==> config.mk <==
export PLATFORM = sky130hd
export DESIGN_NAME = fifo_vc
export DESIGN_NICKNAME = d
export VERILOG_FILES = /design/src/rtl/fifo_vc.sv
export SDC_FILE = /design/constraint.sdc
export NUM_CORES = 1
export LEC_CHECK = 0
export BUFFER_PORTS_ARGS = -buffer_cell sky130_fd_sc_hd__buf_2
export CAP_MARGIN = 20
export CORE_MARGIN = 2
export CORE_UTILIZATION = 45
export CTS_CLUSTER_SIZE = 12
export DETAILED_ROUTE_END_ITERATION = 7
export PLACE_DENSITY_LB_ADDON = 0.08
export SYNTH_ARGS = -nofsm -noshare
export SYNTH_HDL_FRONTEND = slang
export SYNTH_SLANG_ARGS = --single-unit
export TNS_END_PERCENT = 50
==> constraint.sdc <==
create_clock -name clk -period 3.5 [get_ports clk]
set_input_delay 0.35 -clock clk [delete_from_list [all_inputs] [get_ports clk]]
set_output_delay 0.35 -clock clk [all_outputs]
set_load 0.005 [all_outputs]
==> src/rtl/fifo_vc.sv <==
// First-word-fall-through FIFO feeding one virtual-channel input of the routing arbiter.
// Optional macro FIFO_THRESH_EN enables the almost_full/almost_empty threshold flags.
module fifo_vc #(
    parameter int DATA_WIDTH   = 6,
    parameter int ADDR_WIDTH   = 2,
    parameter int ALMOST_FULL  = 3,
    parameter int ALMOST_EMPTY = 1
) (
    input  logic                  clk,
    input  logic                  reset_L,
    input  logic                  push,
    input  logic [DATA_WIDTH-1:0] data_in,
    input  logic                  pop,
    output logic [DATA_WIDTH-1:0] data_out,
    output logic                  empty,
    output logic                  full,
    output logic                  almost_full,
    output logic                  almost_empty,
    output logic                  error
);

    localparam int                 DEPTH     = 1 << ADDR_WIDTH;
    localparam logic [ADDR_WIDTH:0] DEPTH_CNT = DEPTH[ADDR_WIDTH:0];
    localparam logic [ADDR_WIDTH-1:0] PTR_ONE = ADDR_WIDTH'(1);
    localparam logic [ADDR_WIDTH:0]   CNT_ONE = (ADDR_WIDTH + 1)'(1);

    logic [DATA_WIDTH-1:0] mem_r [DEPTH];
    logic [ADDR_WIDTH-1:0] wr_ptr_r;
    logic [ADDR_WIDTH-1:0] rd_ptr_r;
    logic [ADDR_WIDTH:0]   count_r;
    logic                  error_r;

    logic                  empty_s;
    logic                  full_s;
    logic                  pop_ok_s;
    logic                  push_ok_s;
    logic                  overflow_s;
    logic                  underflow_s;

    // Acceptance decode; a full FIFO still takes a push when the head leaves in the same cycle.
    always_comb begin
        empty_s     = (count_r == {(ADDR_WIDTH + 1){1'b0}});
        full_s      = (count_r == DEPTH_CNT);
        pop_ok_s    = pop & ~empty_s;
        push_ok_s   = push & (~full_s | pop_ok_s);
        underflow_s = pop & empty_s;
        overflow_s  = push & full_s & ~pop_ok_s;
    end

    // Storage array; intentionally not reset, stale words are masked while empty.
    always_ff @(posedge clk) begin
        if (push_ok_s) begin
            mem_r[wr_ptr_r] <= data_in;
        end
    end

    // Pointers, occupancy and sticky error.
    always_ff @(posedge clk or negedge reset_L) begin
        if (!reset_L) begin
            wr_ptr_r <= {ADDR_WIDTH{1'b0}};
            rd_ptr_r <= {ADDR_WIDTH{1'b0}};
            count_r  <= {(ADDR_WIDTH + 1){1'b0}};
            error_r  <= 1'b0;
        end else begin
            if (push_ok_s) begin
                wr_ptr_r <= wr_ptr_r + PTR_ONE;
            end
            if (pop_ok_s) begin
                rd_ptr_r <= rd_ptr_r + PTR_ONE;
            end
            case ({push_ok_s, pop_ok_s})
                2'b10:   count_r <= count_r + CNT_ONE;
                2'b01:   count_r <= count_r - CNT_ONE;
                default: count_r <= count_r;
            endcase
            error_r <= error_r | overflow_s | underflow_s;
        end
    end

    // Head word and status flags.
    always_comb begin
        data_out = {DATA_WIDTH{1'b0}};
        if (empty_s) begin
            data_out = {DATA_WIDTH{1'b0}};
        end else begin
            data_out = mem_r[rd_ptr_r];
        end
        empty = empty_s;
        full  = full_s;
        error = error_r;
    end

`ifdef FIFO_THRESH_EN
    localparam logic [ADDR_WIDTH:0] AF_CNT = ALMOST_FULL[ADDR_WIDTH:0];
    localparam logic [ADDR_WIDTH:0] AE_CNT = ALMOST_EMPTY[ADDR_WIDTH:0];

    // Threshold flags from the registered occupancy.
    always_comb begin
        almost_full  = (count_r >= AF_CNT);
        almost_empty = (count_r <= AE_CNT);
    end
`else
    // Thresholds only feed a constant sink here so the build keeps no compare logic.
    logic unused_thresh_s;
    assign unused_thresh_s = ALMOST_FULL[0] ^ ALMOST_EMPTY[0];

    // Threshold flags disabled in this build.
    always_comb begin
        almost_full  = 1'b0;
        almost_empty = 1'b0;
    end
`endif

endmodule

# Word level (Yosys, flattened, before mapping)
# Memories as Yosys holds them, arrays and structs flattened.
# Index checks and enable logic that the tools add are counted.
# W data, S select, Z words.
# classes
n_addsub	4
muxes	4
eq_ne	3
bitwise_logic	11
n_reduce_logical	2
# op_table
op	count
$mux W6	1
$pmux W3 S2	1
$and A1 B1 Y1	5
$add A2 B1 Y2 const B	2
$add A3 B1 Y3 const B	1
$eq A3 B3 Y1 const B	1
$logic_not A3 Y1	1
$not A1 Y1	3
$or A1 B1 Y1	3
$sub A3 B1 Y3 const B	1
$eq A2 B1 Y1 const B	1
$eq A2 B2 Y1 const B	1
$mux W1	2
$reduce_bool A2 Y1	1
# word_totals
ram_bits	24
word_cells	29
mem_count	1
register_bits	8
# mem_list
name	words	width	rd	rd_ports_with_merged_regs	write_ports	line_no	text
mem_r	4	6	1	0	1	27	logic [DATA_WIDTH-1:0] mem_r [DEPTH];

# Longest topological paths before layout
# depth
word_depth	7
depth_mapped	7
ltp_nobuf	6

# Least setup slack after synthesis
# OpenSTA, ideal clock, no wires.
# synth_path
path_kind	flip-flop to flip-flop
from	register count_r[0]
to	register count_r[1]
path_stages_with_launch	8
arrival_ns	1.891
slack_ns	1.522
cell_sequence	dfrtp_1 or3_1 buf_6 nand2_1 fa_1 o21ba_2 o211ai_1 a22oi_1
# synth_between
elab_chain_cells	7
word_cells_on_any_way	13
classes_between	2 x add/sub; 3 x eq/ne; 1 x mux; 5 x bitwise; 2 x reduce/logical
# synth_rtl
item	line_no	text
start, declared	30	logic [ADDR_WIDTH:0] count_r;
start signal, assigned	62	count_r <= {(ADDR_WIDTH + 1){1'b0}};
start signal, assigned	72	2'b10: count_r <= count_r + CNT_ONE;
start signal, assigned	73	2'b01: count_r <= count_r - CNT_ONE;
$logic_not A3 Y1	42	empty_s = (count_r == {(ADDR_WIDTH + 1){1'b0}});
$not A1 Y1	44	pop_ok_s = pop & ~empty_s;
$and A1 B1 Y1	44	
$or A1 B1 Y1	45	push_ok_s = push & (~full_s | pop_ok_s);
$and A1 B1 Y1	45	
$eq A2 B1 Y1 / $eq A2 B2 Y1 (equally long branches)	71	case ({push_ok_s, pop_ok_s})
$pmux W3 S2 / $reduce_bool A2 Y1 (equally long branches)	-	
# Parallel ways exist; a longest one is shown, timed or not.
# A chain may end at the register's enable or synchronous reset.

# Worst setup path in the final report
# Same ends and word-level chain as after synthesis.

==> impl_metrics.env <==
export IMPL_r2r_setup_slack_ps=1310
export IMPL_port_buffers=18
export IMPL_dpl_worst_slack_ps=1300
export IMPL_floorplan_rows=21
export IMPL_clk_pin_slew_ps=90
export IMPL_cts_sinks=32
export IMPL_die_h_microns=62.2
export IMPL_clock_fmax_mhz=456
export IMPL_drt_iter0_markers=59
export IMPL_crit_path_max_fanout=10
export IMPL_hold_path_depth=1
export IMPL_grt_use_met3=0.0634
export IMPL_p_clk_frac=0.150
export IMPL_yosysWarnings=0
export IMPL_clock_root_buffer="clkbuf_4"
export IMPL_h_tree_depth=2
export IMPL_synth_top_area_share=0.473
export IMPL_synthTopCellsByCount="24 x edfxtp_1, 8 x dfrtp_1, 6 x and2_1, 6 x inv_1, 5 x mux4_1"
export IMPL_nFillCells=299
export IMPL_grt_antenna_before_repair=0
export IMPL_grt_start_max_net_pins=12
export IMPL_route_detailed_drc=0
export IMPL_setup_viol=0
export IMPL_netlist_area_sq_um=1520
export IMPL_synth_edff_count=24
export IMPL_postRouteAntennaNets=0
export IMPL_power_internal_w=0.000847
export IMPL_synth_seq_cells=32
export IMPL_coreArea_sq_um=3280
export IMPL_critPathKind="flip-flop to flip-flop"
export IMPL_peakVddDrop_v=0.000262
export IMPL_gp_congestion=0.682
export IMPL_skew_ps=2.82
export IMPL_cts_buffers=5
export IMPL_dp_hpwl_microns=1710
export IMPL_final_core_util=0.512
export IMPL_die_w_microns=62.2
export IMPL_syn_avg_cell_area_sq_um=15.6
export IMPL_hold_slack_ps=236
export IMPL_final_hold_viol_count=0
export IMPL_rr_endpoint="count_r[1]"
export IMPL_synth_ff_type="edfxtp_1"
export IMPL_clk_latency_ps=330
export IMPL_grt_pass1_vias=836
export IMPL_drive_gt1_frac=0.297
export IMPL_grt_pass1_wl_microns=4140
export IMPL_cts_tree="yes"
export IMPL_gr_usage_met2=0.216
export IMPL_async_reset_ff_frac=0.250
export IMPL_initial_core_util=0.464
export IMPL_routedWlPerCell_microns=15.0
export IMPL_synthesis_instances=98
export IMPL_finalInstanceArea_sq_um=1680
export IMPL_grt_overflow=0
export IMPL_cts_resized=0
export IMPL_wirelength_microns=2460
export IMPL_yosys_area_top_type="edfxtp_1"
export IMPL_p_per_area_nw_per_um2=749
export IMPL_hold_class="input port to flip-flop"
export IMPL_synth_area_leaders="edfxtp_1 47%, dfrtp_1 13%, mux4_1 8.6%"
export IMPL_design_portCount=21
export IMPL_r2r_cells=6
export IMPL_dpl_cell_area_sq_um=1620
export IMPL_crit_path_start="count_r[0]"
export IMPL_gr_usage_met1=0.194
export IMPL_outcome="complete, no violations"
export IMPL_grt_setup_unrepaired="no"
export IMPL_nets=133
export IMPL_avgViaCountPerCell=5.04
export IMPL_power_frac_comb=0.370
export IMPL_num_antenna_cells=0
export IMPL_routed_via_count=826
export IMPL_yosysUniqueCellTypes=35
export IMPL_yosysMostFrequentCell="edfxtp_1"
export IMPL_drt_pass1_iterations=4
export IMPL_cap_violations=0
export IMPL_pwr_share_seq=0.480
export IMPL_holdPathEnd="mem_r[1][2]"
export IMPL_p_sw_w=0.000411
export IMPL_arrival_ps=2440
export IMPL_ctsLongestPathBuffers=2
export IMPL_fin_crit_ps=2190
export IMPL_leakagePower_nw=0.665
export IMPL_critPathCaptureType="flip-flop"
export IMPL_r2r_start="count_r[0]"
export IMPL_crit_path_start_kind="flip-flop"
export IMPL_finalCritPeriodShare=0.626
export IMPL_timing_setup_tns_ps=0
export IMPL_synth_seq_area_share=0.604
export IMPL_required_ps=3750
export IMPL_swShare=0.327
export IMPL_dieArea_sq_um=3870
export IMPL_area_growth_pct=10.3
export IMPL_busiest_layer="met2"
export IMPL_worstHoldStart="data_in[2]"
export IMPL_track_usage=0.148
export IMPL_worst_slack_ps=1310
export IMPL_report_final_slew_viol_count=0
==> worst max-delay path, stage by stage (launching register included) <==
cell and delay (ps):
dfrtp_1 460, or3_1 570, nand2_1 140, fa_1 430
o21ba_2 240, o211ai_1 70, a22oi_1 190
==> registers in the layout (all words and copies together), names as in the netlist <==
| name | flops |
|---|---|
| rd_ptr_r | 2 |
| error | 1 |
| mem_r | 24 |
| wr_ptr_r | 2 |
| count_r | 3 |
==> power groups by stage <==
stage / combinational, W / clock (W) / sequential (W)
3_5_place_dp: 0.000474 / 0 / 0.000618
3_3_place_gp: 0.000461 / 0 / 0.000612
5_1_grt: 0.000518 / 0.000214 / 0.000620
2_1_floorplan: 0.000394 / 0 / 0.000564
6_report: 0.000466 / 0.000189 / 0.000604
4_1_cts: 0.000477 / 0.000196 / 0.000608
==> placed cells by master (no fill, tap or decap), types with 3 or more instances in the layout <==
master	n
and2_1	6
and2_2	4
buf_2	18
clkbuf_4	5
dfrtp_1	8
edfxtp_1	24
ha_1	4
inv_1	6
mux4_1	5
nor2_1	3
nor2b_1	3
xnor2_1	3
==> how the worst max path moves through the flow <==
stage                     depth (start not counted)  slack, ps           to
after detailed placement                          6       1300   count_r[1]
after CTS                                         3       1270  data_out[4]
after global routing                              3       1190  data_out[3]
after floorplan                                   7       1520   count_r[1]
final                                             6       1310   count_r[1]
after global placement                            6       1400   count_r[1]
==> final cells by class <==
type,instances,area [sq um],area share
multi-input cells,53,529,0.315
repair buffers,19,100,0.0596
clock buffers,6,41.3,0.0246
inverters,7,26.3,0.0156
clock inverters,1,5.00,0.00298
flip-flops and latches,32,921,0.548
well taps,46,57.6,0.0343
==> routing by layer <==
metal | share of wire | vias to the layer above | wire length, microns
met2 | 0.47 | 22 | 1160
li1 | - | 394 | -
met5 | 0 | - | 0
met4 | 0.022 | 0 | 55
met1 | 0.45 | 405 | 1100
met3 | 0.058 | 5 | 142
==> metrics by stage <==
stage / power [W] / instances
after floorplan: 0.000958 / 99
after global placement: 0.00107 / 156
after detailed placement: 0.00109 / 156
after CTS: 0.00128 / 164
after global routing: 0.00135 / 164
final: 0.00126 / 164
==> cell families after synthesis <==
family | share of synthesized area
flops | 0.604
fa+ha+maj | 0.0460
compound gates | 0.0542
xor+xnor | 0.0230
simple gates | 0.108
mux | 0.111
buf+inv | 0.0509
other cells | 0.00246
==> what timing repair did <==
item | CTS | global route
hold buffers | 1 | 0
hold endpoints to repair | 8 | 0
buffers inserted | 0 | 0
(Power assumes the default switching activity.)
